$ cat src/rtl/mem_port_arbiter.sv
// Round-robin arbiter sharing one single-ported memory between instruction fetch
// and data access, with per-transaction timeout and pipeline hold outputs.
module mem_port_arbiter #(
    parameter int         TIMEOUT  = 16,
    parameter logic [3:0] MEM_NONE = 4'h0,
    parameter logic [3:0] MEM_LOAD = 4'h1
) (
    input  logic        clk,
    input  logic        rst,
    input  logic        if_req,
    input  logic [31:0] if_addr,
    output logic        if_done,
    output logic [31:0] if_rdata,
    input  logic        dm_req,
    input  logic [3:0]  dm_cmd,
    input  logic [31:0] dm_addr,
    input  logic [31:0] dm_wdata,
    output logic        dm_done,
    output logic [31:0] dm_rdata,
    output logic        err,
    output logic        mem_req,
    output logic [3:0]  mem_cmd,
    output logic [31:0] mem_addr,
    output logic [31:0] mem_wdata,
    input  logic        mem_ack,
    input  logic [31:0] mem_rdata,
    output logic        st_if_hold,
    output logic        st_dm_hold
);

    typedef enum logic [1:0] {IDLE, BUSY_IF, BUSY_DM, RESP} state_t;

    localparam logic [7:0] CNT_LAST = 8'(TIMEOUT - 1);

    state_t      state_reg, state_next;
    logic        last_dm_reg, last_dm_next;
    logic [7:0]  cnt_reg, cnt_next;
    logic        mem_req_reg, mem_req_next;
    logic [3:0]  mem_cmd_reg, mem_cmd_next;
    logic [31:0] mem_addr_reg, mem_addr_next;
    logic [31:0] mem_wdata_reg, mem_wdata_next;
    logic        if_done_reg, if_done_next;
    logic        dm_done_reg, dm_done_next;
    logic        err_reg, err_next;
    logic [31:0] if_rdata_reg, if_rdata_next;
    logic [31:0] dm_rdata_reg, dm_rdata_next;
    logic        grant_dm;
    logic        grant_if;

    // On a tie the requester that did not own the memory last time wins.
    assign grant_dm = dm_req & (~if_req | ~last_dm_reg);
    assign grant_if = if_req & ~grant_dm;

    always_comb begin
        state_next     = state_reg;
        last_dm_next   = last_dm_reg;
        cnt_next       = cnt_reg;
        mem_req_next   = mem_req_reg;
        mem_cmd_next   = mem_cmd_reg;
        mem_addr_next  = mem_addr_reg;
        mem_wdata_next = mem_wdata_reg;
        if_done_next   = 1'b0;
        dm_done_next   = 1'b0;
        err_next       = 1'b0;
        if_rdata_next  = if_rdata_reg;
        dm_rdata_next  = dm_rdata_reg;
        case (state_reg)
            IDLE: begin
                if (grant_dm) begin
                    state_next     = BUSY_DM;
                    last_dm_next   = 1'b1;
                    cnt_next       = 8'd0;
                    mem_req_next   = 1'b1;
                    mem_cmd_next   = dm_cmd;
                    mem_addr_next  = dm_addr;
                    mem_wdata_next = dm_wdata;
                end else if (grant_if) begin
                    state_next     = BUSY_IF;
                    last_dm_next   = 1'b0;
                    cnt_next       = 8'd0;
                    mem_req_next   = 1'b1;
                    mem_cmd_next   = MEM_LOAD;
                    mem_addr_next  = if_addr;
                    mem_wdata_next = 32'h0;
                end
            end
            BUSY_IF, BUSY_DM: begin
                // An ack in the final allowed cycle still counts as a normal completion.
                if (mem_ack || cnt_reg == CNT_LAST) begin
                    state_next   = RESP;
                    mem_req_next = 1'b0;
                    err_next     = ~mem_ack;
                    if (state_reg == BUSY_DM) begin
                        dm_done_next  = 1'b1;
                        dm_rdata_next = mem_ack ? mem_rdata : 32'h0;
                    end else begin
                        if_done_next  = 1'b1;
                        if_rdata_next = mem_ack ? mem_rdata : 32'h0;
                    end
                end else begin
                    cnt_next = cnt_reg + 8'd1;
                end
            end
            RESP: begin
                state_next = IDLE;
            end
            default: begin
                state_next = IDLE;
            end
        endcase
    end

    always_ff @(posedge clk or negedge rst) begin
        if (!rst) begin
            state_reg     <= IDLE;
            last_dm_reg   <= 1'b0;
            cnt_reg       <= 8'd0;
            mem_req_reg   <= 1'b0;
            mem_cmd_reg   <= MEM_NONE;
            mem_addr_reg  <= 32'h0;
            mem_wdata_reg <= 32'h0;
            if_done_reg   <= 1'b0;
            dm_done_reg   <= 1'b0;
            err_reg       <= 1'b0;
            if_rdata_reg  <= 32'h0;
            dm_rdata_reg  <= 32'h0;
        end else begin
            state_reg     <= state_next;
            last_dm_reg   <= last_dm_next;
            cnt_reg       <= cnt_next;
            mem_req_reg   <= mem_req_next;
            mem_cmd_reg   <= mem_cmd_next;
            mem_addr_reg  <= mem_addr_next;
            mem_wdata_reg <= mem_wdata_next;
            if_done_reg   <= if_done_next;
            dm_done_reg   <= dm_done_next;
            err_reg       <= err_next;
            if_rdata_reg  <= if_rdata_next;
            dm_rdata_reg  <= dm_rdata_next;
        end
    end

    assign mem_req   = mem_req_reg;
    assign mem_cmd   = mem_cmd_reg;
    assign mem_addr  = mem_addr_reg;
    assign mem_wdata = mem_wdata_reg;
    assign if_done   = if_done_reg;
    assign dm_done   = dm_done_reg;
    assign err       = err_reg;
    assign if_rdata  = if_rdata_reg;
    assign dm_rdata  = dm_rdata_reg;

    // Bit 0 is fetch, bit 1 is data; a stage is held until its own done pulse.
    logic [1:0] req_vec;
    logic [1:0] done_vec;
    logic [1:0] hold_vec;

    assign req_vec  = {dm_req, if_req};
    assign done_vec = {dm_done_reg, if_done_reg};

    for (genvar gi = 0; gi < 2; gi++) begin : g_hold
        assign hold_vec[gi] = req_vec[gi] & ~done_vec[gi];
    end

    assign st_if_hold = hold_vec[0];
    assign st_dm_hold = hold_vec[1];

endmodule
$ cat config.mk
export PLATFORM = sky130hd
export DESIGN_NAME = mem_port_arbiter
export DESIGN_NICKNAME = d
export VERILOG_FILES = /design/src/rtl/mem_port_arbiter.sv
export SDC_FILE = /design/constraint.sdc
export NUM_CORES = 1
export LEC_CHECK = 0
export ABC_AREA = 1
export CAP_MARGIN = 10
export CORE_ASPECT_RATIO = 0.9
export CORE_MARGIN = 1.5
export CORE_UTILIZATION = 38
export DETAILED_ROUTE_END_ITERATION = 7
export GPL_ROUTABILITY_DRIVEN = 0
export PLACE_DENSITY = 0.77
export SLEW_MARGIN = 20
export SYNTH_ARGS = -nofsm -noshare
export SYNTH_HDL_FRONTEND = slang
export SYNTH_SLANG_ARGS = --single-unit
$ cat constraint.sdc
create_clock -name clk -period 1.4 [get_ports clk]
set_input_delay 0.21 -clock clk [delete_from_list [all_inputs] [get_ports clk]]
set_output_delay 0.21 -clock clk [all_outputs]
set_load 0.05 [all_outputs]
# Word level (Yosys, flattened, before mapping)
# Index checks and enable logic that the tools add are counted.
# totals
ff_bits	147
output_inout_bits	138
elab_cells	72
# classes
muxes	29
n_eq_ne	7
n_addsub	1
n_bitwise	12
n_reduce_logical	11
# op_table
cell	n
$mux 32	5
$mux 8	3
$pmux 8 s2	1
$mux 1	13
$reduce_and 3->1	4
$add 8x1->8 const B	1
$eq 8x4->1 const B	1
$mux 4	2
$not 1->1	7
$mux 2	3
$pmux 2 s3	1
$and 1x1->1	4
$eq 2x2->1 const B	2
$ne 2x2->1 const B	2
$reduce_and 2->1	2
$reduce_bool 2->1	2
$ne 3x3->1 const B	1
$eq 2x1->1 const B	1
$logic_not 2->1	1
$pmux 1 s2	1
$reduce_or 2->1	1
$logic_or 1x1->1	1
$or 1x1->1	1

# Depth between registers and ports, before layout
# Gate-level depths: netlist of run 1.
# depth
depth_word	8
mapped_depth	9
depth_no_buf	8

# Worst setup path after synthesis of run 1
# No wires, ideal clock.
# synth_path
path_type	flip-flop to flip-flop
start	reg state_reg[1]
end	reg cnt_reg[6]
setup_time_ns	0.118
slack_ns	-0.120
path_stages_with_launch	8
required_time_ns	1.282
t_arrival_ns	1.402
synth_period_minus_slack_ns	1.520
n_path_buf	0
path_cell_list	dfrtp_1 > inv_1 > ha_1 > inv_1 > o21ai_4 > nand2_2 > nand2_1 > nand2_1
# synth_between
elab_chain_len	4
elab_cells_between_ends	9
cone_classes	4 x eq/ne; 1 x mux; 4 x reduce/logical
# synth_rtl
item	line	rtl
from (decl)	35	state_t state_reg, state_next;
from (signal assigned)	128	state_reg <= state_next;
$eq 2x2->1 or $eq 2x1->1 (tied branches)	67	case (state_reg)
$reduce_or 2->1	67	
$ne 2x2->1 (no source line) or $reduce_bool 2->1 (tied branches)	n/a	
$reduce_and 3->1 (no source line)	n/a	
to (signal assigned)	130	cnt_reg <= cnt_next;
to (decl)	37	logic [7:0] cnt_reg, cnt_next;
# Several ways; a longest one is shown, not always the timed one.
# A chain may end at the register's enable or synchronous reset.

# Worst setup path after layout of run 1
# layout_path
start	reg cnt_reg[5]
end	reg if_rdata_reg[17] (netlist: if_rdata[17])
# layout_between
elab_chain_len	3
# layout_rtl
item	line	rtl
$eq 8x4->1	89	if (mem_ack || cnt_reg == CNT_LAST) begin
$logic_or 1x1->1	89	
$reduce_and 3->1 (no source line)	n/a	
to (signal assigned)	138	if_rdata_reg <= if_rdata_next;
to (decl)	45	logic [31:0] if_rdata_reg, if_rdata_next;
# Every way passes these cells.

==> flow_metrics.env, run 1 <==
export IMPL_critPathMaxFanout=16
export IMPL_relSlewSlack_pct=73.9
export IMPL_critPathRequiredTime_ns=1.72
export IMPL_nets=1115
export IMPL_grt_pass1_vias=6465
export IMPL_power_density_nw_per_um2=2880
export IMPL_cts_buffer_depth=2
export IMPL_overflow=0
export IMPL_h_tree_depth=4
export IMPL_ir_drop_v=0.00210
export IMPL_layout_common_cells="nand2_1, buf_12, dfrtp_1"
export IMPL_criticalPathCategory="flip-flop to flip-flop"
export IMPL_drtIter0Drc=296
export IMPL_r2r_cells=9
export IMPL_setup_tns_ns=-6.19
export IMPL_syn_area_per_cell_sq_um=9.54
export IMPL_dpl_hpwl_mm=15.2
export IMPL_synth_top_cell_area_share_pct=59.0
export IMPL_crit_path_max_incr_delay_ns=0.38
export IMPL_cp_depth=9
export IMPL_placementRows=44
export IMPL_critPathTopFamily="simple AND/OR/NAND/NOR gates"
export IMPL_cp_endpoint="if_rdata[17]"
export IMPL_final_common_cell="nand2_1"
export IMPL_drc=0
export IMPL_fin_crit_sh_pct=110
export IMPL_finalPower_mw=35.4
export IMPL_avgViaCountPerCell=5.29
export IMPL_cp_start_kind="flip-flop"
export IMPL_cts_made_buffers=17
export IMPL_diodes=0
export IMPL_setup_ws_ns=-0.144
export IMPL_min_path_type="input pin to flip-flop"
export IMPL_dpl_cell_area_sq_um=10900
export IMPL_synthTopCellsByArea="dfrtp_1, nand2_1, nand4_1"
export IMPL_crit_top_cell="nor2_4"
export IMPL_violations="setup timing"
export IMPL_fillers=962
export IMPL_fp_dieH_um=124
export IMPL_p_leak_nw=5.70
export IMPL_ys_warn_count=0
export IMPL_drive_above_1_share_pct=33.5
export IMPL_worstReg2RegEnd="if_rdata[17]"
export IMPL_clk_pin_slew_ns=0.06
export IMPL_drv_slew=0
export IMPL_wire_per_inst_um=19.9
export IMPL_cap_violations=0
export IMPL_yosys_area_top_type="dfrtp_1"
export IMPL_portBuffers=274
export IMPL_crit_start="cnt_reg[5]"
export IMPL_rsz0062_at_grt="yes"
export IMPL_clkSinkCount=147
export IMPL_clkLatencyLatePin_ns=0.43
export IMPL_fmax_mhz=648
export IMPL_cts_tree="yes"
export IMPL_antenna_found_initial=0
export IMPL_whs_ns=0.126
export IMPL_initial_utilization_pct=38.8
export IMPL_ys_ff_latch=147
export IMPL_ys_types=29
export IMPL_rrSetupSlack_ns=-0.14
export IMPL_finalClockSkew_ns=0.0100
export IMPL_slowest_stage="dfrtp_1"
export IMPL_synthesis_nets=794
export IMPL_final_util_pct=76.3
export IMPL_dr_total_vias=6317
export IMPL_grt_start_max_net_pins=57
export IMPL_end_kind="flip-flop"
export IMPL_crit_chain="nor2_2 -> nand2_2 -> nor2_4 -> nor2_4 -> nor2_4 -> nand2_4 -> clkbuf_16 -> nand2_1 -> nand2_1"
export IMPL_min_period_ns=1.54
export IMPL_track_usage_pct=26.3
export IMPL_syn_inst=653
export IMPL_critPathBufInv=1
export IMPL_first_pass_iters=5
export IMPL_ant_nets=0
export IMPL_syn_area_sq_um=6230
export IMPL_reg2reg_from="cnt_reg[5]"
export IMPL_root_buffer="clkbuf_16"
export IMPL_die_area_sq_um=17200
export IMPL_status="finished, violations left"
export IMPL_wl_mm=23.8
export IMPL_cp_arrival_ns=1.86
export IMPL_grt_pass1_wl_mm=34.4
export IMPL_core_region_area_sq_um=16100
export IMPL_syn_to_final_growth_pct=96.9
export IMPL_ys_seq_area_share_pct=59.0
export IMPL_die_w_um=138
export IMPL_worst_slew_pin_slew_ns=0.391
export IMPL_hold_violations=0
export IMPL_fin_area_sq_um=12300
export IMPL_setup_viol=75
export IMPL_io_pins=275
export IMPL_hp_start="mem_ack"
-- Yosys cell counts --
library cell	instances
a22o_1	35
a31oi_1	32
buf_2	12
buf_4	3
buf_6	6
clkbuf_1	26
dfrtp_1	147
ha_1	4
inv_1	12
inv_2	3
nand2_1	225
nand2_2	11
nand2_4	2
nand3_1	12
nand3_2	1
nand3b_1	2
nand4_1	64
nor2_1	41
nor2_2	2
nor2_4	1
nor3_1	1
nor3b_1	2
nor4_1	1
o21ai_0	2
o21ai_1	1
o21ai_4	1
o21bai_1	1
o22a_1	1
xor2_1	2
-- worst min path at each step --
stage	end	slack (ns)	depth (start not counted)
floorplan	cnt_reg[0]	-0.09	0
global placement	dm_rdata[27]	0.14	1
detailed placement	dm_rdata[26]	0.15	1
CTS	err	0.10	2
global route	err	0.12	2
finish	err	0.13	2
-- cell families (layout without fill, tap and decap cells) --
logic type | count (synthesis) | count (layout) | share of synthesized area, %
fa+ha+maj | 4 | 4 | 0.803
compound gates | 73 | 73 | 8.90
buf+inv | 62 | 396 | 4.88
xor+xnor | 2 | 2 | 0.281
simple gates | 365 | 365 | 26.1
flops | 147 | 147 | 59.0
-- worst reg2reg max path, delay by kind of cell (launching register included) --
family / cells / cell delay, ns
simple gates: 8 / 0.85
flops: 1 / 0.38
buf+inv: 1 / 0.20
-- what timing repair did --
| item | in CTS | in global routing |
|---|---|---|
| cloned | 2 | 9 |
| endpoints found under the setup margin | 145 | 121 |
| buffers inserted | 7 | 3 |
| hold buffers | 1 | 0 |
| hold endpoints to repair | 30 | 0 |
| pin swaps | 6 | 2 |
| resized for setup | 21 | 86 |
-- stage by stage --
stage                     setup slack [ns]  instances
final                               -0.144       1194
after global routing                -0.218       1194
after CTS                           -0.111       1182
after detailed placement            -0.373       1140
after global placement              -0.261       1140
after floorplan                    -0.0122        653
-- metal layers --
| metal | global-route usage [%] | part of all wire (%) |
|---|---|---|
| met5 | 0 | 0 |
| met4 | 10.7 | 2.4 |
| met3 | 10.5 | 10 |
| met2 | 42.6 | 50 |
| met1 | 30.9 | 37 |
-- area by class of cell --
class | count | area, sq um | area share, %
multi-input combinational | 444 | 2570 | 20.9
sequential | 147 | 3680 | 30.0
clock inverter | 14 | 179 | 1.46
inverter | 15 | 83.8 | 0.683
tap | 207 | 259 | 2.11
clock buffer | 18 | 429 | 3.50
timing repair buffer | 349 | 5070 | 41.3
-- power breakdown --
group / internal, mW / total [mW] / switching [mW] / leakage, nW
logic: 10.5 / 22.3 / 11.7 / 3.59
registers: 6.09 / 8.30 / 2.21 / 1.83
clock network: 2.83 / 4.79 / 1.97 / 0.281
Power figures use the tool's default switching activity.
==> run 2: changes to the inputs <==
PLACE_DENSITY = 0.87   (was 0.77)
==> flow_metrics.env, run 2 (same netlist as run 1, synthesis figures left out) <==
export IMPL_relSlewSlack_pct=76.9
export IMPL_finalClockSkew_ns=0.0118
export IMPL_h_tree_depth=4
export IMPL_critPathTopFamily="flip-flops"
export IMPL_crit_path_max_incr_delay_ns=0.40
export IMPL_grt_start_max_net_pins=66
export IMPL_core_region_area_sq_um=16100
export IMPL_min_period_ns=1.48
export IMPL_worst_slew_pin_slew_ns=0.346
export IMPL_ant_nets=0
export IMPL_fp_dieH_um=124
export IMPL_overflow=0
export IMPL_drv_slew=0
export IMPL_io_pins=275
export IMPL_slowest_stage="dfrtp_1"
export IMPL_crit_start="state_reg[0]"
export IMPL_clk_pin_slew_ns=0.06
export IMPL_cts_made_buffers=17
export IMPL_root_buffer="clkbuf_16"
export IMPL_crit_chain="inv_2 -> ha_4 -> nand2_8 -> inv_16 -> buf_12 -> nor2_1 -> a31oi_1"
export IMPL_rrSetupSlack_ns=-0.08
export IMPL_instances_no_fill=1192
export IMPL_clkSinkCount=147
export IMPL_grt_pass1_wl_mm=34.9
export IMPL_dpl_hpwl_mm=15.6
export IMPL_wire_per_inst_um=20.8
export IMPL_syn_to_final_growth_pct=95.4
export IMPL_end_kind="flip-flop"
export IMPL_die_area_sq_um=17200
export IMPL_antenna_found_initial=3
export IMPL_cts_buffer_depth=2
export IMPL_cp_endpoint="mem_addr[11]"
export IMPL_fmax_mhz=678
export IMPL_final_common_cell="nand2_1"
export IMPL_die_w_um=138
export IMPL_hold_violations=0
export IMPL_dpl_cell_area_sq_um=10900
export IMPL_portBuffers=274
export IMPL_cp_arrival_ns=1.79
export IMPL_setup_ws_ns=-0.0758
export IMPL_place_inst=1136
export IMPL_avgViaCountPerCell=5.41
export IMPL_worstReg2RegEnd="mem_addr[11]"
export IMPL_fin_area_sq_um=12200
export IMPL_critPathMaxFanout=8
export IMPL_status="finished, violations left"
export IMPL_reg2reg_from="state_reg[0]"
export IMPL_initial_utilization_pct=38.8
export IMPL_cp_depth=7
export IMPL_grt_pass1_vias=6501
export IMPL_cap_violations=0
export IMPL_power_density_nw_per_um2=2890
export IMPL_drc=0
export IMPL_r2r_cells=7
export IMPL_cts_tree="yes"
export IMPL_final_util_pct=75.7
export IMPL_min_path_type="input pin to asynchronous set/reset pin"
export IMPL_cp_start_kind="flip-flop"
export IMPL_criticalPathCategory="flip-flop to flip-flop"
export IMPL_fin_crit_sh_pct=105
export IMPL_wl_mm=24.8
export IMPL_rsz0062_at_grt="yes"
export IMPL_track_usage_pct=26.7
export IMPL_ir_drop_v=0.00184
export IMPL_violations="setup timing"
export IMPL_nets=1112
export IMPL_fillers=908
export IMPL_drtIter0Drc=404
export IMPL_setup_viol=95
export IMPL_clkLatencyLatePin_ns=0.42
export IMPL_first_pass_iters=5
export IMPL_dr_total_vias=6452
export IMPL_drive_above_1_share_pct=31.2
export IMPL_placementRows=44
export IMPL_p_leak_nw=5.66
export IMPL_finalPower_mw=35.2
export IMPL_critPathRequiredTime_ns=1.72
export IMPL_layout_common_cells="nand2_1, buf_12, dfrtp_1"
export IMPL_critPathBufInv=3
## run 2: final cells by class
cell class / count / area (sq um) / area share, %
Timing Repair Buffer: 345 / 5040 / 41.4
Sequential cell: 147 / 3680 / 30.2
Multi-Input combinational cell: 444 / 2490 / 20.4
Clock buffer: 18 / 439 / 3.61
Tap cell: 207 / 259 / 2.13
Clock inverter: 14 / 175 / 1.44
Inverter: 15 / 82.6 / 0.678
Timing Repair inverter: 1 / 8.76 / 0.0719
Antenna cell: 1 / 2.50 / 0.0206
## run 2: what timing repair did
action | CTS | global route
cloned | 1 | 13
gates resized for setup | 21 | 58
setup buffers | 5 | 3
hold buffers | 1 | 0
pin swaps | 3 | 6
endpoints found under the hold margin | 128 | 0
setup endpoints to repair | 145 | 114
## run 2: layer usage
layer | share of wire, % | up-vias | GRT usage [%]
li1 | - | 2870 | -
met1 | 34 | 3148 | 28.7
met2 | 50 | 353 | 44.4
met3 | 11 | 79 | 11.8
met4 | 4.4 | 2 | 12.9
met5 | 0.040 | - | 0
## run 2: worst min-delay path by stage
stage | startpoint | to | slack [ns]
after floorplan | rst | cnt_reg[0] | -0.09
after global placement | rst | dm_rdata[23] | 0.11
after detailed placement | rst | dm_rdata[29] | 0.11
after CTS | rst | dm_rdata[29] | 0.23
after global routing | rst | dm_rdata[29] | 0.25
final | rst | dm_rdata[29] | 0.25
## run 2: worst reg2reg max path: cells and delay by family (launching register included)
kind,cells,cell delay [ns]
flip-flops,1,0.40
buffers and inverters,3,0.36
adder cells (fa/ha/maj),1,0.21
AND/OR/NAND/NOR,2,0.21
AO/OA/AOI/OAI,1,0.20
## run 2: through the flow
step	worst slack [ns]	setup TNS, ns	hold slack [ns]
after floorplan	-0.0122	-0.117	-0.0856
after global placement	-0.305	-24.51	0.106
after detailed placement	-0.359	-30.22	0.108
after CTS	-0.0687	-3.01	0.227
after global routing	-0.184	-12.61	0.249
final	-0.0758	-3.37	0.247
## run 2: power by group
group	leakage, nW	internal, mW	switching, mW
sequential	1.83	6.09	2.23
clock	0.287	2.88	1.94
combinational	3.55	10.3	11.7
total	5.66	19.3	15.9
==> run 3: changes to the inputs <==
GPL_ROUTABILITY_DRIVEN = default   (was 0)
REMOVE_ABC_BUFFERS = 1   (was default)
==> flow_metrics.env, run 3 (same netlist as run 1, synthesis figures left out) <==
export IMPL_grtUsageMet1_pct=31.8
export IMPL_clkLatencyLatePin_ns=0.43
export IMPL_dpl_hpwl_mm=16.0
export IMPL_critPathTopFamily="compound AO/OA/AOI/OAI gates"
export IMPL_first_pass_iters=7
export IMPL_p_leak_nw=5.97
export IMPL_slowest_stage="a31oi_1"
export IMPL_die_w_um=138
export IMPL_gr_usage_met3_pct=11.5
export IMPL_p_sw_share_pct=47.7
export IMPL_worst_slew_pin_slew_ns=0.486
export IMPL_wl_mm=33.4
export IMPL_busiest_layer="met2"
export IMPL_whs_ns=0.196
export IMPL_final_common_cell="buf_12"
export IMPL_grt_pass1_wl_mm=37.5
export IMPL_drive_above_1_share_pct=42.4
export IMPL_dr_total_vias=7336
export IMPL_initial_utilization_pct=38.8
export IMPL_status="finished, violations left"
export IMPL_track_usage_pct=28.9
export IMPL_cts_made_buffers=17
export IMPL_cts_tree="yes"
export IMPL_violations="setup timing"
export IMPL_grt_pass1_vias=6766
export IMPL_clkSinkCount=147
export IMPL_power_switching_mw=18.4
export IMPL_root_buffer="clkbuf_16"
export IMPL_use_met2_pct=48.5
export IMPL_seq_power_share_pct=22.9
export IMPL_ant_nets=0
export IMPL_io_pins=275
export IMPL_crit_chain="nand2_1 -> nand2_2 -> buf_8 -> inv_6 -> buf_12 -> nand2_1 -> a31oi_1"
export IMPL_critPathMaxFanout=9
export IMPL_wire_per_inst_um=27.4
export IMPL_drv_slew=0
export IMPL_p_int_mw=20.2
export IMPL_fmax_mhz=532
export IMPL_layout_common_cells="buf_12, dfrtp_1, nand2_1"
export IMPL_setup_tns_ns=-17.61
export IMPL_critPathBufInv=3
export IMPL_syn_to_final_growth_pct=109
export IMPL_core_region_area_sq_um=16100
export IMPL_h_tree_depth=4
export IMPL_avgViaCountPerCell=6.02
export IMPL_p_clk_share_pct=12.1
export IMPL_fin_crit_sh_pct=134
export IMPL_drc=0
export IMPL_cap_violations=0
export IMPL_critPathRequiredTime_ns=1.68
export IMPL_rrSetupSlack_ns=-0.48
export IMPL_power_density_nw_per_um2=2960
export IMPL_clk_pin_slew_ns=0.08
export IMPL_setup_viol=146
export IMPL_end_kind="flip-flop"
export IMPL_crit_top_cell="nand2_1"
export IMPL_fp_dieH_um=124
export IMPL_grt_start_max_net_pins=49
export IMPL_finalClockSkew_ns=0.0145
export IMPL_dpl_cell_area_sq_um=10900
export IMPL_finalPower_mw=38.6
export IMPL_min_path_type="input pin to flip-flop"
export IMPL_relSlewSlack_pct=67.4
export IMPL_crit_path_max_incr_delay_ns=0.49
export IMPL_setup_ws_ns=-0.479
export IMPL_gp_congestion=0.807
export IMPL_overflow=0
export IMPL_pwr_share_comb_pct=65.0
export IMPL_hold_violations=0
export IMPL_portBuffers=274
export IMPL_antenna_found_initial=5
export IMPL_die_area_sq_um=17200
export IMPL_cts_buffer_depth=2
export IMPL_fin_area_sq_um=13100
export IMPL_placementRows=44
export IMPL_min_period_ns=1.88
export IMPL_cp_arrival_ns=2.16
export IMPL_cp_start_kind="flip-flop"
export IMPL_rsz0062_at_grt="yes"
export IMPL_drtIter0Drc=731
export IMPL_nets=1138
export IMPL_ir_drop_v=0.00209
export IMPL_criticalPathCategory="flip-flop to flip-flop"
==> run 3: cell types whose count changed in the layout (fill, tap and decap cells not counted), moves of 3 or more <==
cell and delta:
clkbuf_16 +4, nand3_2 +4, nor2_2 +4, inv_6 +3, nand2_4 +31, nand2_1 -68, nor2_1 -11, buf_6 +11
nand3_1 -4, nor2_4 +7, buf_12 +6, a31oi_1 -5, nand2_2 +37, a31oi_2 +4
==> run 3: cell type report <==
cell class              instances  area, sq um
diodes                          2         5.00
clock buffers                  18          439
clock inverters                14          141
fillers                       713         3030
inverters                      15         83.8
multi-input cells             445         2980
flip-flops and latches        147         3680
well taps                     207          259
repair buffers                370         5450
repair inverters                1         16.3
==> run 3: timing repair <==
action	CTS	global route
buffers inserted	8	15
endpoints found under the hold margin	33	0
setup endpoints to repair	146	147
cloned	2	22
pin swaps	9	20
gates resized for setup	55	183
hold buffers	1	0
==> run 3: final timing paths <==
path / start / endpoint / cells past startpoint
worst max-delay path: last_dm_reg / mem_addr[20] / 7
worst min register to register: state_reg[0] / state_reg[0] / 2
worst max register to register: last_dm_reg / mem_addr[20] / 7
min in group asynchronous: rst / dm_rdata[3] / 2
worst min-delay path: mem_ack / err / 2
max in group asynchronous: rst / mem_addr[17] / 3
==> run 3: power groups by stage <==
stage / sequential (mW) / combinational, mW / clock [mW]
after floorplan: 13.1 / 3.52 / 0
after global placement: 8.07 / 19.8 / 0
after detailed placement: 8.19 / 20.2 / 0
after CTS: 8.25 / 20.9 / 4.61
after global routing: 8.97 / 25.8 / 4.87
final: 8.83 / 25.1 / 4.69
==> run 3: stage by stage <==
stage,cells,utilization [%],setup slack (ns)
floorplan,606,-,-1.43
global placement,1138,67.9,-0.288
detailed placement,1138,67.9,-0.388
CTS,1180,73.4,-0.122
global route,1217,81.1,-0.455
finish,1219,81.2,-0.479
==> run 3: per-layer routing <==
layer	vias up	part of all wire, %
li1	2937	-
met1	3621	32
met2	563	49
met3	211	12
met4	4	6.9
met5	-	0.084
